$ cat src/rtl/wb_arbiter.sv
`timescale 1ns/1ps
`default_nettype none
// ----------------------------------------------------------------------------
// wb_arbiter : register-file writeback arbiter with long-latency FIFO and RAW
//              scoreboard of destination registers with writes in flight.
// Revision   : 1.0
// ----------------------------------------------------------------------------
module wb_arbiter #(
  parameter int DEPTH = 4
) (
  input  logic                    clk,
  input  logic                    reset,
  input  logic                    alu_valid,
  output logic                    alu_ready,
  input  logic [4:0]              alu_rd,
  input  logic [31:0]             alu_data,
  input  logic                    mem_valid,
  output logic                    mem_ready,
  input  logic [4:0]              mem_rd,
  input  logic [31:0]             mem_data,
  input  logic                    iss_valid,
  input  logic [4:0]              iss_rd,
  input  logic [4:0]              q_rd1,
  input  logic [4:0]              q_rd2,
  output logic                    q_busy1,
  output logic                    q_busy2,
  output logic                    rf_we,
  output logic [4:0]              rf_waddr,
  output logic [31:0]             rf_wdata,
  output logic [$clog2(DEPTH):0]  fifo_count
);

  localparam int AW = $clog2(DEPTH);
  localparam logic [AW:0] FULL_COUNT = (AW+1)'(DEPTH);

  logic [4:0]    fifo_rd   [DEPTH];
  logic [31:0]   fifo_data [DEPTH];
  logic [AW-1:0] wr_ptr;
  logic [AW-1:0] rd_ptr;
  logic [AW:0]   count;

  logic          full;
  logic          empty;
  logic          enq;
  logic          deq;
  logic          sel_valid;
  logic [4:0]    sel_rd;
  logic [31:0]   sel_data;
  logic          wr_en;

  logic [31:0]   pending;
  logic [31:0]   set_vec;
  logic [31:0]   clr_vec;

  assign full       = (count == FULL_COUNT);
  assign empty      = (count == '0);
  assign alu_ready  = ~full;
  assign mem_ready  = ~full;
  assign enq        = mem_valid & ~full;
  assign fifo_count = count;

  // A full FIFO outranks the ALU so a steady ALU stream cannot starve it forever.
  always_comb begin
    sel_valid = 1'b0;
    deq       = 1'b0;
    sel_rd    = fifo_rd[rd_ptr];
    sel_data  = fifo_data[rd_ptr];
    if (full) begin
      sel_valid = 1'b1;
      deq       = 1'b1;
    end else if (alu_valid) begin
      sel_valid = 1'b1;
      sel_rd    = alu_rd;
      sel_data  = alu_data;
    end else if (!empty) begin
      sel_valid = 1'b1;
      deq       = 1'b1;
    end
  end

  assign wr_en = sel_valid && (sel_rd != 5'd0);

  always_ff @(posedge clk) begin
    if (enq) begin
      fifo_rd[wr_ptr]   <= mem_rd;
      fifo_data[wr_ptr] <= mem_data;
    end
  end

  always_ff @(posedge clk or negedge reset) begin
    if (!reset) begin
      wr_ptr <= '0;
      rd_ptr <= '0;
      count  <= '0;
    end else begin
      if (enq) wr_ptr <= wr_ptr + 1'b1;
      if (deq) rd_ptr <= rd_ptr + 1'b1;
      case ({enq, deq})
        2'b10:   count <= count + 1'b1;
        2'b01:   count <= count - 1'b1;
        default: count <= count;
      endcase
    end
  end

  always_ff @(posedge clk or negedge reset) begin
    if (!reset) begin
      rf_we    <= 1'b0;
      rf_waddr <= 5'd0;
      rf_wdata <= 32'd0;
    end else begin
      rf_we <= wr_en;
      if (wr_en) begin
        rf_waddr <= sel_rd;
        rf_wdata <= sel_data;
      end
    end
  end

  // Set is applied after clear so a re-issue on the retiring edge keeps the bit.
  assign set_vec = (iss_valid && (iss_rd != 5'd0)) ? (32'd1 << iss_rd) : 32'd0;
  assign clr_vec = rf_we ? (32'd1 << rf_waddr) : 32'd0;

  always_ff @(posedge clk or negedge reset) begin
    if (!reset) begin
      pending <= 32'd0;
    end else begin
      pending <= (pending & ~clr_vec) | set_vec;
    end
  end

  assign q_busy1 = pending[q_rd1];
  assign q_busy2 = pending[q_rd2];

endmodule
`default_nettype wire
$ cat config.mk
export PLATFORM = sky130hd
export DESIGN_NAME = wb_arbiter
export DESIGN_NICKNAME = d
export VERILOG_FILES = /design/src/rtl/wb_arbiter.sv
export SDC_FILE = /design/constraint.sdc
export NUM_CORES = 1
export LEC_CHECK = 0
export ABC_AREA = 0
export BUFFER_PORTS_ARGS = -buffer_cell sky130_fd_sc_hd__buf_4
export CELL_PAD_IN_SITES_DETAIL_PLACEMENT = 2
export CELL_PAD_IN_SITES_GLOBAL_PLACEMENT = 2
export CORE_ASPECT_RATIO = 0.75
export CORE_MARGIN = 2
export CORE_UTILIZATION = 42
export DETAILED_ROUTE_END_ITERATION = 6
export HOLD_SLACK_MARGIN = 0.15
export PLACE_DENSITY_LB_ADDON = 0.1
export SKIP_LAST_GASP = 1
export SLEW_MARGIN = 15
export SYNTH_ARGS = -nofsm -noshare
export SYNTH_HDL_FRONTEND = slang
export SYNTH_SLANG_ARGS = --single-unit
$ cat constraint.sdc
create_clock -name clk -period 3.3 [get_ports clk]
set_input_delay 0.495 -clock clk [delete_from_list [all_inputs] [get_ports clk]]
set_output_delay 0.495 -clock clk [all_outputs]
set_load 0.01 [all_outputs]
; Word-level counts from Yosys, hierarchy flattened
; Memories as Yosys holds them, arrays and structs flattened.
; Index checks and enable logic that the tools add are counted.
[word_totals]
ram_bits = 148
mem_count = 2
inputBits = 94
ff_bits = 77
out_inout_bits = 45
[mem_list]
columns = name, words, word_bits, read_ports, rd_ports_with_merged_regs, write_ports, line_no
row1 = fifo_data, 4, 32, 1, 0, 1, 37  ; logic [31:0] fifo_data [DEPTH];
row2 = fifo_rd, 4, 5, 1, 0, 1, 36  ; logic [4:0] fifo_rd [DEPTH];
[op_classes]
n_shift = 2
n_mux = 18
n_eq_ne = 3
bitwise_logic = 5
order_cmp = 2
add_sub_neg = 4
n_reduce_logical = 6
[op_table]
columns = op, count
row1 = two-way mux 32 bit, 4
row2 = "left shift 1 x 5 -> 32 bit, first input constant", 2
row3 = AND 32 bit, 1
row4 = NOT 32 bit, 1
row5 = bitwise OR 32 bit, 1
row6 = "less-than comparator 5 x 6 -> 1 bit, second input constant", 2
row7 = binary-select mux 1 bit (select 5 bit), 2
row8 = two-way mux 5 bit, 2
row9 = nonzero test 5 bit, 2
row10 = two-way mux 1 bit, 9
row11 = case mux 3 bit (2 select lines), 1
row12 = "adder 2 x 1 -> 2 bit, second input constant", 2
row13 = "adder 3 x 1 -> 3 bit, second input constant", 1
row14 = "equality test 3 bit, second input constant", 1
row15 = zero test 3 bit, 1
row16 = "subtractor 3 x 1 -> 3 bit, second input constant", 1
row17 = "equality test 2 x 1 -> 1 bit, second input constant", 1
row18 = "equality test 2 bit, second input constant", 1
row19 = logical AND 1 bit, 2
row20 = nonzero test 2 bit, 1
row21 = AND 1 bit, 1
row22 = NOT 1 bit, 1

; Depth between registers and ports, before layout
[logic_depth]
depth_word = 6
mapped_depth = 9
mapped_depth_nobuf = 8

; Least setup slack after synthesis
; Ideal clock, no wire load.
[synth_path]
kind = input to output
from = input q_rd1[0]
to = output q_busy1
cell_stages = 4
arrival_ns = 2.214
path_slack_ns = 0.591
cell_sequence = clkbuf_1 > mux4_2 > mux4_2 > mux2_2
[synth_between]
elab_chain_len = 2
[synth_rtl]
columns = item, line_no
row1 = start: declaration, 23  ; input logic [4:0] q_rd1,
row2 = binary-select mux 1 bit (select 5 bit), 132  ; assign q_busy1 = pending[q_rd1];
row3 = two-way mux 1 bit (implied by the code), 132
row4 = end: declaration, 25  ; output logic q_busy1,
; No other way between the ends. The select of a mux whose other input is x is not followed.

; Worst setup path in the final report
[layout_path]
from = register pending[30]
to = output q_busy2
[layout_between]
elab_chain_len = 2
[layout_rtl]
columns = item, line_no
row1 = start: declaration, 51  ; logic [31:0] pending;
row2 = start signal: assignment, 128  ; pending <= (pending & ~clr_vec) | set_vec;
row3 = binary-select mux 1 bit (select 5 bit), 133  ; assign q_busy2 = pending[q_rd2];
row4 = two-way mux 1 bit (implied by the code), 133
row5 = end: declaration, 26  ; output logic q_busy2,
; No other way between the ends. The select of a mux whose other input is x is not followed.

==> metrics.yaml <==
setup_viol_count_final: 0
top_level_ports: 139
floorplan.die.height_um: 135
cellPowerDensity_nw_per_um2: 929
yosysWarnings: 0
cts_buffers: 24
core_area_sq_um: 22800
slew-limit-headroom_pct: 34.0
hpwl_mm: 17.6
peakVddDrop_uv: 386
route.detailed.drc: 0
post_cts_resize_count: 0
synthMostInstantiatedCell: "edfxtp_1"
yosys_register_bits: 225
synth_top_flop_cell: "edfxtp_1"
pin_count_of_the_biggest_net_entering_global_routing: 50
synth.largest_area_cell: "edfxtp_1"
drv_cap: 0
async_flop_share_pct: 34.2
cts.repair_timing.setup_buffer_count: 0
gr-usage-all-layers_pct: 21.6
tritoncts_num_sinks: 225
worst_setup_path_end_kind: "primary output"
worst-path-max-fanout: 3
synth_seq_area_share_pct: 65.9
h-tree-depth: 1
wl_per_cell_um: 25.5
number_of_flops_mapped_to_enable_cells_by_yosys: 148
ys_top_cells_by_count: "edfxtp_1, dfrtp_1, mux4_2"
initial_antenna_violation_count: 0
rrSetupSlack_ns: 0.64
cts.clk_slew.worst_paths_ns: 0.06
route.vias.total: 5598
post-route-cell-area_sq_um: 11900
drt-initial-drc-count: 341
overflow: 0
routed_via_density: 5.59
finalHoldViolCount: 0
die-width_um: 179
netlist-cell-type-count: 43
run_status: "completed"
period_share_pct: 86.4
start_util_pct: 42.4
finalClockSkew_ns: 0.0111
via_count_of_the_first_global_routing_pass: 6328
arrival_ns: 2.35
cp_slowest_stage_delay_ns: 0.49
timing.hold.worst.class: "input pin to flip-flop"
final.min_clock_period_ns: 2.85
cts_max_path_buffers: 3
ant_nets: 0
antenna_diodes: 0
synth_top_cells_by_area: "edfxtp_1, dfrtp_1, mux4_2, mux2_2, mux2_4"
criticalPathCategory: "flip-flop to primary output"
post_synth_inst_count: 532
dr.pass1.iters: 6
drive_gt1_share_pct: 47.4
rsz0062_at_grt: "no"
static-leakage-power_nw: 4.53
synth.top_cell.area_share_pct: 45.9
critical_path.slowest_cell: "mux4_2"
tightest_slew_ns: 0.981
dpl_worst_slack_ns: 0.603
num-nets-final: 785
mappedNetlistNets: 632
clock_tree_from_tritoncts: "built"
finalMaxSlewViolations: 0
critPathLaunchType: "flip-flop"
flow.area_growth_from_synthesis_pct: 22.6
dieArea_sq_um: 24300
placed_cell_area_sq_um: 11100
synthesis.area_sq_um: 9670
crit_required_ns: 2.80
wire_length_of_the_first_global_routing_pass_mm: 38.8
drt-total-wl_mm: 25.6
timing.final.ws_setup_ns: 0.450
clock_tree.root_cell: "clkbuf_16"
crit_path_cell_trace: "mux4_2 > mux4_2 > mux2_2 > buf_4"
timing.setup.tns_ns: 0
core.rowCount: 48
postSynthAreaPerCell_sq_um: 18.2
timing.fmax_ghz: 0.351
path_common_cell: "mux4_2"
clock_latency_ns: 0.51
place_congestion: 0.804
io_buffers: 138
metal layers:
metal | wire, um | global-route usage (%)
met4 | 309 | 3.81
met2 | 12700 | 36.3
met5 | 0 | 0
met1 | 11100 | 30.3
met3 | 1550 | 3.51
critical path, delay by kind of cell, from the launching register on:
kind                   cells  cell delay, ns
DFF                        1            0.45
buffers and inverters      1            0.14
muxes                      3            1.26
cell type report:
cell class	count	area, sq um
clock buffer	34	668
clock inverter	9	108
fill	2079	11000
inverter	10	37.5
multi-input combinational	270	3130
sequential	225	6370
tap	300	375
timing repair buffer	154	1170
per-stage QoR:
step / instances / hold WS (ns) / total power, mW / utilization, %
after floorplan: 532 / 0.199 / 6.90 / -
final: 1002 / 0.183 / 11.0 / 52.0
after global routing: 1002 / 0.160 / 11.6 / 52.0
after global placement: 958 / 0.492 / 8.18 / 48.5
after CTS: 1002 / 0.161 / 11.2 / 52.0
after detailed placement: 958 / 0.496 / 8.42 / 48.5
cell families after synthesis:
kind of cell,synth area share [%]
DFF,65.9
muxes,23.3
AOI/OAI and AO/OA,4.15
and+or+nand+nor,3.40
buffers and inverters,1.89
xor gates and xnor gates,0.543
adders and majority gates,0.854
registers in the layout, summed over array words and instances (netlist names):
signal and cells:
wr_ptr 2, rd_ptr 2, fifo_count 3, rf_we 1, pending 32, fifo_rd 20, fifo_data 128, rf_waddr 5
rf_wdata 32
final timing paths:
check,start,end,cells after the start
min in group asynchronous,reset,rf_wdata[11]$_DFFE_PN0P_,2
min reg2reg,rf_wdata[5]$_DFFE_PN0P_,rf_wdata[5]$_DFFE_PN0P_,1
max,pending[30]$_DFF_PN0_,q_busy2,4
max in group asynchronous,reset,rf_wdata[31]$_DFFE_PN0P_,3
max reg2reg,fifo_count[0]$_DFFE_PN0P_,fifo_count[2]$_DFFE_PN0P_,8
min,mem_data[30],fifo_data[0][30]$_DFFE_PP_,1
where the power goes:
group	switching, mW	total [mW]	internal (mW)
logic	1.69	3.72	2.03
registers	0.724	4.64	3.91
clock network	1.09	2.66	1.57
placed cells by master, fill, tap and decap left out, types with 8 or more instances in the layout:
master,n
mux4_2,55
edfxtp_1,148
nand2_1,13
mux2_4,29
inv_1,10
clkbuf_16,24
o21ai_0,52
dfrtp_1,75
mux2_2,46
buf_4,152
o31ai_1,8
repair_timing:
action                                  in CTS  in global routing
hold buffers                                 1                  0
endpoints found under the hold margin       47                  0
endpoints found under the setup margin       0                  0
No activity file was read; power rests on OpenSTA's default activity.
